### src/rtl/shift_deserializer_if.sv
// Beat-side and word-side handshake bundle for the narrow-to-wide deserializer.
// No logic or latency: the bundle only groups the signals.
// Backpressure is carried by ready_o (toward the serial source) and ready_i (from the sink).
interface shift_deserializer_if #(
  parameter int FROM = 4,
  parameter int TO   = 32
);
  logic [FROM-1:0] data_i;
  logic            valid_i;
  logic            ready_o;
  logic [TO-1:0]   data_o;
  logic            valid_o;
  logic            ready_i;

  // Environment side: drives serial beats and the sink's ready.
  modport master (
    output data_i, valid_i, ready_i,
    input  ready_o, data_o, valid_o
  );

  // Deserializer side.
  modport slave (
    input  data_i, valid_i, ready_i,
    output ready_o, data_o, valid_o
  );
endinterface

### src/rtl/shift_deserializer.sv
// Collects TO/FROM serial beats (most-significant chunk first) into one TO-bit word.
// Latency: valid_o rises the cycle after the last beat of a word is accepted.
// Backpressure: a single output holding register; only the last beat of a word stalls while it is occupied.
// Optional start-of-frame resync and sync-error pulse: define SHIFT_DESER_SOF_EN.
module shift_deserializer #(
  parameter int FROM      = 4,
  parameter int TO        = 32,
  parameter int LOG2RATIO = 3
) (
  input  logic clk,
  input  logic reset,
`ifdef SHIFT_DESER_SOF_EN
  input  logic sof_i,
  output logic sync_err_o,
`endif
  shift_deserializer_if.slave des
);

  localparam int RATIO = TO / FROM;
  localparam logic [LOG2RATIO-1:0] LAST = LOG2RATIO'(RATIO - 1);

  typedef enum logic {
    EMPTY = 1'b0,
    VALID = 1'b1
  } state_t;

  state_t               state, state_nxt;
  logic [LOG2RATIO-1:0] cnt, cnt_nxt;
  logic [TO-1:0]        shift_reg, shift_nxt;
  logic [TO-1:0]        out_reg;
  logic                 rdy;
  logic                 beat_acc;
  logic                 sof_beat;
  logic                 word_done;

  // Only the word-completing beat can be held off, and only by an occupied output register;
  // both terms are registered, so ready_o never depends on ready_i or valid_i.
  assign rdy         = !(state == VALID && cnt == LAST);
  assign des.ready_o = rdy;
  assign des.valid_o = (state == VALID);
  assign des.data_o  = out_reg;
  assign beat_acc    = des.valid_i && rdy;

`ifdef SHIFT_DESER_SOF_EN
  logic sync_err_q;

  // A start-of-frame beat always restarts the word, so it can never complete one.
  assign sof_beat   = beat_acc && sof_i;
  assign sync_err_o = sync_err_q;

  // Pulse for one cycle when a start-of-frame beat cuts a partial word short.
  always_ff @(posedge clk) begin
    if (reset) begin
      sync_err_q <= 1'b0;
    end else begin
      sync_err_q <= sof_beat && (cnt != '0);
    end
  end
`else
  assign sof_beat = 1'b0;
`endif

  assign word_done = beat_acc && !sof_beat && (cnt == LAST);

  // Beat counter and shift register advance on every accepted beat; gaps freeze both.
  always_comb begin
    cnt_nxt   = cnt;
    shift_nxt = shift_reg;
    if (sof_beat) begin
      cnt_nxt   = LOG2RATIO'(1);
      shift_nxt = {{(TO-FROM){1'b0}}, des.data_i};
    end else if (beat_acc) begin
      cnt_nxt   = (cnt == LAST) ? '0 : cnt + 1'b1;
      shift_nxt = {shift_reg[TO-FROM-1:0], des.data_i};
    end
  end

  // Collection state plus the output holding register, loaded with the completed word.
  always_ff @(posedge clk) begin
    if (reset) begin
      cnt       <= '0;
      shift_reg <= '0;
      out_reg   <= '0;
    end else begin
      cnt       <= cnt_nxt;
      shift_reg <= shift_nxt;
      if (word_done) begin
        out_reg <= {shift_reg[TO-FROM-1:0], des.data_i};
      end
    end
  end

  // Output occupancy state register.
  always_ff @(posedge clk) begin
    if (reset) begin
      state <= EMPTY;
    end else begin
      state <= state_nxt;
    end
  end

  // Completion is the only way into VALID; a completion coinciding with a sink handshake keeps it VALID.
  always_comb begin
    state_nxt = state;
    case (state)
      EMPTY: begin
        if (word_done) state_nxt = VALID;
      end
      VALID: begin
        if (word_done)        state_nxt = VALID;
        else if (des.ready_i) state_nxt = EMPTY;
      end
      default: state_nxt = EMPTY;
    endcase
  end

endmodule

### src/flat_wrapper.sv
// flat-port wrapper written by rule: the top's interface ports become plain ports
module shift_deserializer_flat 
#(
  parameter int FROM      = 4,
  parameter int TO        = 32,
  parameter int LOG2RATIO = 3
)
  (clk, reset, des_data_i, des_valid_i, des_ready_i, des_ready_o, des_data_o, des_valid_o);
  shift_deserializer_if #(.FROM(FROM), .TO(TO)) des_i ();
  input  logic clk;
  input  logic reset;
  input wire logic [$bits(des_i.data_i)-1:0] des_data_i;
  input wire logic [$bits(des_i.valid_i)-1:0] des_valid_i;
  input wire logic [$bits(des_i.ready_i)-1:0] des_ready_i;
  output wire logic [$bits(des_i.ready_o)-1:0] des_ready_o;
  output wire logic [$bits(des_i.data_o)-1:0] des_data_o;
  output wire logic [$bits(des_i.valid_o)-1:0] des_valid_o;
  assign des_i.data_i = des_data_i;
  assign des_i.valid_i = des_valid_i;
  assign des_i.ready_i = des_ready_i;
  assign des_ready_o = des_i.ready_o;
  assign des_data_o = des_i.data_o;
  assign des_valid_o = des_i.valid_o;
  shift_deserializer #(.FROM(FROM), .TO(TO), .LOG2RATIO(LOG2RATIO)) u_core (.clk(clk), .reset(reset), .des(des_i));
endmodule
### config.mk
export PLATFORM = sky130hd
export DESIGN_NAME = shift_deserializer_flat
export DESIGN_NICKNAME = d
export VERILOG_FILES = /design/src/rtl/shift_deserializer_if.sv /design/src/rtl/shift_deserializer.sv /design/src/flat_wrapper.sv
export SDC_FILE = /design/constraint.sdc
export NUM_CORES = 1
export LEC_CHECK = 0
export BUFFER_PORTS_ARGS = -buffer_cell sky130_fd_sc_hd__buf_2
export CORE_UTILIZATION = 55
export DETAILED_ROUTE_END_ITERATION = 8
export GPL_ROUTABILITY_DRIVEN = 0
export PLACE_DENSITY = 0.82
export SYNTH_ARGS = -nofsm -noshare
export SYNTH_HDL_FRONTEND = slang
export SYNTH_SLANG_ARGS = --single-unit
export TNS_END_PERCENT = 30
### constraint.sdc
create_clock -name clk -period 1.92 [get_ports clk]
set_input_delay 0.096 -clock clk [delete_from_list [all_inputs] [get_ports clk]]
set_output_delay 0.096 -clock clk [all_outputs]
set_load 0.02 [all_outputs]
==> results of run 1 <==
[cell families (layout without fill, tap and decap cells)]
kind of cell / Yosys count / after routing / share of synthesized area
DFF: 64 / 64 / 0.507
adders and majority gates: 2 / 2 / 0.00991
muxes: 61 / 61 / 0.242
buffers and inverters: 15 / 60 / 0.0406
and+or+nand+nor: 74 / 74 / 0.187
AOI/OAI and AO/OA: 5 / 5 / 0.0129
[cell type report]
type | instances | area (sq um) | share of cell area
Timing Repair Buffer | 44 | 240 | 0.0822
Clock inverter | 3 | 15.0 | 0.00514
Sequential cell | 64 | 1280 | 0.438
Multi-Input combinational cell | 142 | 1150 | 0.394
Tap cell | 52 | 65.1 | 0.0223
Clock buffer | 13 | 169 | 0.0578
[layout by cell type (no fill, tap or decap), drive strengths merged]
| master | n |
|---|---|
| or4b | 1 |
| buf | 44 |
| a21oi | 1 |
| clkinv | 3 |
| nand2 | 1 |
| ha | 2 |
| o21ai | 2 |
| a21boi | 1 |
| a21bo | 1 |
| mux2i | 61 |
| clkbuf | 13 |
| nand4bb | 1 |
| and3b | 1 |
| nand3b | 1 |
| nand2b | 69 |
| dfxtp | 64 |
[per-layer routing]
layer  track usage  up-vias  wire, microns  share of wire
li1              -      817              -              -
met1         0.240      737           2090           0.50
met2         0.270       28           1810           0.43
met3        0.0640        8            163          0.039
met4        0.0867        0             94          0.023
met5             0        -              0              0
[metrics by stage]
stage / instance area, sq um / std cells / hold WS (ns)
6_report: 2920 / 318 / 0.0251
5_1_grt: 2920 / 318 / 0.0421
4_1_cts: 2920 / 318 / 0.0204
3_5_place_dp: 2740 / 302 / 0.372
3_3_place_gp: 2740 / 302 / 0.366
2_1_floorplan: 2520 / 221 / 0.269
[critical path, stage by stage, from the launching register on]
cell	delay (ns)
dfxtp_1	0.36
ha_1	0.19
ha_1	0.31
and3b_1	0.19
buf_4	0.28
mux2i_1	0.23
[worst paths after layout]
path,startpoint,to,cells past startpoint
min reg2reg,u_core.des.data_o[7],u_core.des.data_o[7],2
max reg2reg,u_core.cnt[0],u_core.des.data_o[10],5
max,u_core.cnt[0],u_core.des.data_o[10],5
min,des_ready_i,u_core.des.valid_o,3
[power by group]
group | switching [mW] | internal [mW]
Combinational | 0.0491 | 0.0550
Clock | 0.476 | 0.568
Sequential | 0.00574 | 1.34
==> results.yml, run 1 <==
flow_run:
  maxCapViolCount: 0
synth:
  synth_edf_count: 0
  synth_top_cell_by_area: "dfxtp_1"
  synthCells: 221
  ys.flop_type: "dfxtp_1"
  syn_nets: 231
  syn_area_sq_um: 2520
  synth_commonest_cells: "nand2b_1 (69), dfxtp_1 (64), mux2i_1 (61)"
  syn_area_per_cell_sq_um: 11.4
  synthArstFlopShare: 0
  netlist_top_cells_area: "dfxtp_1 (51%), mux2i_1 (24%), nand2b_1 (17%)"
  synth.distinct_cells: 17
  synth_top_area_frac: 0.507
  ys_seq_area_frac: 0.507
  yosysMostFrequentCell: "nand2b_1"
  synthesis.yosys.warnings: 0
  synth-seq-cells: 64
sta:
  fin_crit_ns: 1.65
  worst_slack_ns: 0.272
  finalMaxSlewViolations: 0
  setup_viol: 0
  final.setup_skew_ns: 0.00507
  hold_viol: 0
  rsz0062_at_grt: "false"
  tns_ns: 0
  finalCritPeriodShare: 0.859
  max_freq_mhz: 607
  worst_slew_pin_slew_ns: 0.878
  slew_headroom: 0.415
clocking:
  cts.sinks: 64
  cts_buffers: 9
  clk_latency_ns: 0.34
  cts_setup_buffers: 0
  h-tree-depth: 3
  cts_root_buf: "clkbuf_8"
  cts_hold_buf: 0
  clk_pin_slew_ns: 0.06
  clockBufferDepth: 2
  cts_resized: 0
  tritoncts: "done"
floorplanning:
  rows: 24
  dieArea_sq_um: 4870
  pin_count: 42
  start_util: 0.576
  core_sq_um: 4380
  die_w_microns: 69.8
  die_h_microns: 69.8
global_routing:
  grt_util_all_layers: 0.183
  grt-ovfl-total: 0
  grt_pass1_vias: 1478
  grt_pass1_wl_mm: 6.87
  grt_max_degree: 72
  antenna_found_initial: 0
final_layout:
  final_nets: 271
  post-route-util: 0.667
  final.fill_count: 351
  largest_register_ffs: 32
  drive_gt1_frac: 0.229
  diodes: 0
  area_growth_pct: 15.8
drt:
  dr.pass1.iters: 4
  first_iter_violations: 95
  wl_per_cell_microns: 13.1
  viasPerCell: 5.00
  ant_nets: 0
  via_count: 1590
  wl_mm: 4.16
  route.detailed.drc: 0
placed_design:
  dp_slack_ns: 0.283
  place_hpwl_mm: 2.61
  portBuffers: 41
setup_path:
  reg2reg_slack_ns: 0.27
  path_max_fanout: 16
  timing.critical_path.required_ns: 2.18
  critPathKind: "reg -> reg"
  arrival_ns: 1.91
  critPathLaunchType: "register"
  endpoint_kind: "register"
min_path:
  hold_class: "in -> reg"
power:
  p_leak_nw: 1.35
  vdd_drop_max_mv: 0.390
  power.density_cell_area_nw_per_um2: 854
  p_total_mw: 2.50
status:
  status: "finished clean"
(Power assumes the default switching activity.)
==> run 2, diff against run 1 <==
--- a/config.mk
+++ b/config.mk
@@ -5,11 +5,12 @@
 export SDC_FILE = /design/constraint.sdc
 export NUM_CORES = 1
 export LEC_CHECK = 0
+export ABC_AREA = 0
 export BUFFER_PORTS_ARGS = -buffer_cell sky130_fd_sc_hd__buf_2
-export CORE_UTILIZATION = 55
+export CORE_UTILIZATION = 59
 export DETAILED_ROUTE_END_ITERATION = 8
 export GPL_ROUTABILITY_DRIVEN = 0
-export PLACE_DENSITY = 0.82
+export PLACE_DENSITY = 0.87
 export SYNTH_ARGS = -nofsm -noshare
 export SYNTH_HDL_FRONTEND = slang
 export SYNTH_SLANG_ARGS = --single-unit
==> constraint.sdc (replaced) <==
create_clock -name clk -period 1.9 [get_ports clk]
set_input_delay 0.095 -clock clk [delete_from_list [all_inputs] [get_ports clk]]
set_output_delay 0.095 -clock clk [all_outputs]
set_load 0.02 [all_outputs]
==> run 2 against run 1 <==
Compared with the run above:
- utilization rose by 6.4 points
- clock skew fell by 0.00091 ns
- critical path depth stayed put
- worst setup slack improved by 0.092 ns
- flip-flop and latch count unchanged
- register-to-register slack improved by 0.09 ns
- largest power group unchanged
==> results.yml, run 2 (synthesis gave the netlist of run 1 again) <==
setup_path:
  cpPeakStageDelay_ns: 0.36
  timing.critical_path.required_ns: 2.16
  critPathBufInv: 1
  cpMostUsedCell: "ha_1"
  slowest_stage: "dfxtp_1"
  path_max_fanout: 16
  crit_chain: "ha_1 > ha_1 > and3b_1 > buf_12 > mux2i_1"
  critPathLaunchType: "register"
  path_delay_family: "adder cells"
  critPathKind: "reg -> reg"
  arrival_ns: 1.79
  endpoint_kind: "register"
clocking:
  clockBufferDepth: 2
  cts_setup_buffers: 0
  clk_pin_slew_ns: 0.07
  h-tree-depth: 3
  tritoncts: "done"
  cts_hold_buf: 0
  cts.sinks: 64
  cts_root_buf: "clkbuf_8"
  clk_latency_ns: 0.33
  cts_resized: 0
  cts_buffers: 9
status:
  status: "finished clean"
drt:
  ant_nets: 0
  wl_mm: 4.14
  via_count: 1589
  dr.pass1.iters: 4
  wl_per_cell_microns: 13.1
  viasPerCell: 5.03
  route.detailed.drc: 0
  first_iter_violations: 62
sta:
  hold_viol: 0
  setup_viol: 0
  tns_ns: 0
  fin_crit_ns: 1.54
  worst_slew_pin_slew_ns: 0.847
  finalCritPeriodShare: 0.809
  max_freq_mhz: 651
  rsz0062_at_grt: "false"
  slew_headroom: 0.435
  whs_ns: 0.0309
  final.setup_skew_ns: 0.00416
  finalMaxSlewViolations: 0
min_path:
  hold_class: "in -> reg"
global_routing:
  grt_pass1_vias: 1428
  grt_util_all_layers: 0.205
  grt_pass1_wl_mm: 6.73
  grt_max_degree: 72
  antenna_found_initial: 0
  grt-ovfl-total: 0
placed_design:
  portBuffers: 41
  place_hpwl_mm: 2.62
  placed_area_sq_um: 2750
final_layout:
  diodes: 0
  largest_register_ffs: 32
  area_growth_pct: 17.5
  drive_gt1_frac: 0.229
  final_common_cell: "nand2b_1"
  fin_area_sq_um: 2970
  final_cell_mix: "nand2b_1 (69), dfxtp_1 (64), mux2i_1 (61)"
  final.fill_count: 298
  final_nets: 271
floorplanning:
  die_w_microns: 67.4
  dieArea_sq_um: 4550
  pin_count: 42
  rows: 23
  core_sq_um: 4060
  start_util: 0.622
  die_h_microns: 67.4
power:
  p_seq_frac: 0.505
  clkPwrFrac: 0.456
  p_leak_nw: 1.36
  power.density_cell_area_nw_per_um2: 908
  vdd_drop_max_mv: 0.590
  internal-power_mw: 2.16
  power_switching_uw: 535
  p_sw_frac: 0.199
  comb_power_share: 0.039
flow_run:
  maxCapViolCount: 0
-- run 2: cell types whose count changed in the layout (fill, tap and decap cells not counted) --
cell       delta
clkinv_2      -2
buf_12        +1
buf_4         -1
bufinv_16     +1
clkbuf_8      +1
-- run 2: per-layer routing --
layer	GRT usage	vias up	wire length, microns
met5	0	-	0
met1	0.264	734	2080
met4	0.104	0	75
li1	-	811	-
met2	0.301	33	1820
met3	0.0709	11	160
-- run 2: worst paths after layout --
path / startpoint / end / slack (ns) / cells past startpoint
worst min register to register: u_core.des.data_o[9] / u_core.des.data_o[9] / 0.47 / 2
worst max-delay path: u_core.cnt[0] / u_core.des.data_o[12] / 0.36 / 5
worst min-delay path: des_ready_i / u_core.des.valid_o / 0.03 / 3
worst max register to register: u_core.cnt[0] / u_core.des.data_o[12] / 0.36 / 5
-- run 2: layout make-up --
| class | instances | area (sq um) | area share |
|---|---|---|---|
| clock buffers | 14 | 183 | 0.0616 |
| flip-flops and latches | 64 | 1280 | 0.432 |
| repair buffers | 44 | 253 | 0.0852 |
| well taps | 50 | 62.6 | 0.0211 |
| clock inverters | 2 | 35.0 | 0.0118 |
| multi-input cells | 142 | 1150 | 0.388 |
-- run 2: worst reg2reg max path: cells and delay by family (launching register included) --
family | cells | cell delay [ns]
flops | 1 | 0.36
simple gates | 1 | 0.25
buf+inv | 1 | 0.18
mux | 1 | 0.22
fa+ha+maj | 2 | 0.46
-- run 2: power by group through the flow --
stage | Combinational, mW | Sequential (mW) | Clock, mW
after global routing | 0.113 | 1.36 | 1.31
final | 0.104 | 1.36 | 1.23
after floorplan | 0.0833 | 1.39 | 0
after CTS | 0.105 | 1.36 | 1.25
after detailed placement | 0.105 | 1.39 | 0
after global placement | 0.102 | 1.39 | 0
-- run 2: per-stage QoR --
stage                     utilization  std cells  worst slack [ns]  total power [mW]
after floorplan                     -        221             0.456              1.47
after global placement          0.677        300             0.443              1.49
after detailed placement        0.677        300             0.376              1.50
after CTS                       0.731        316             0.348              2.72
after global routing            0.731        316             0.256              2.79
final                           0.731        316             0.363              2.69
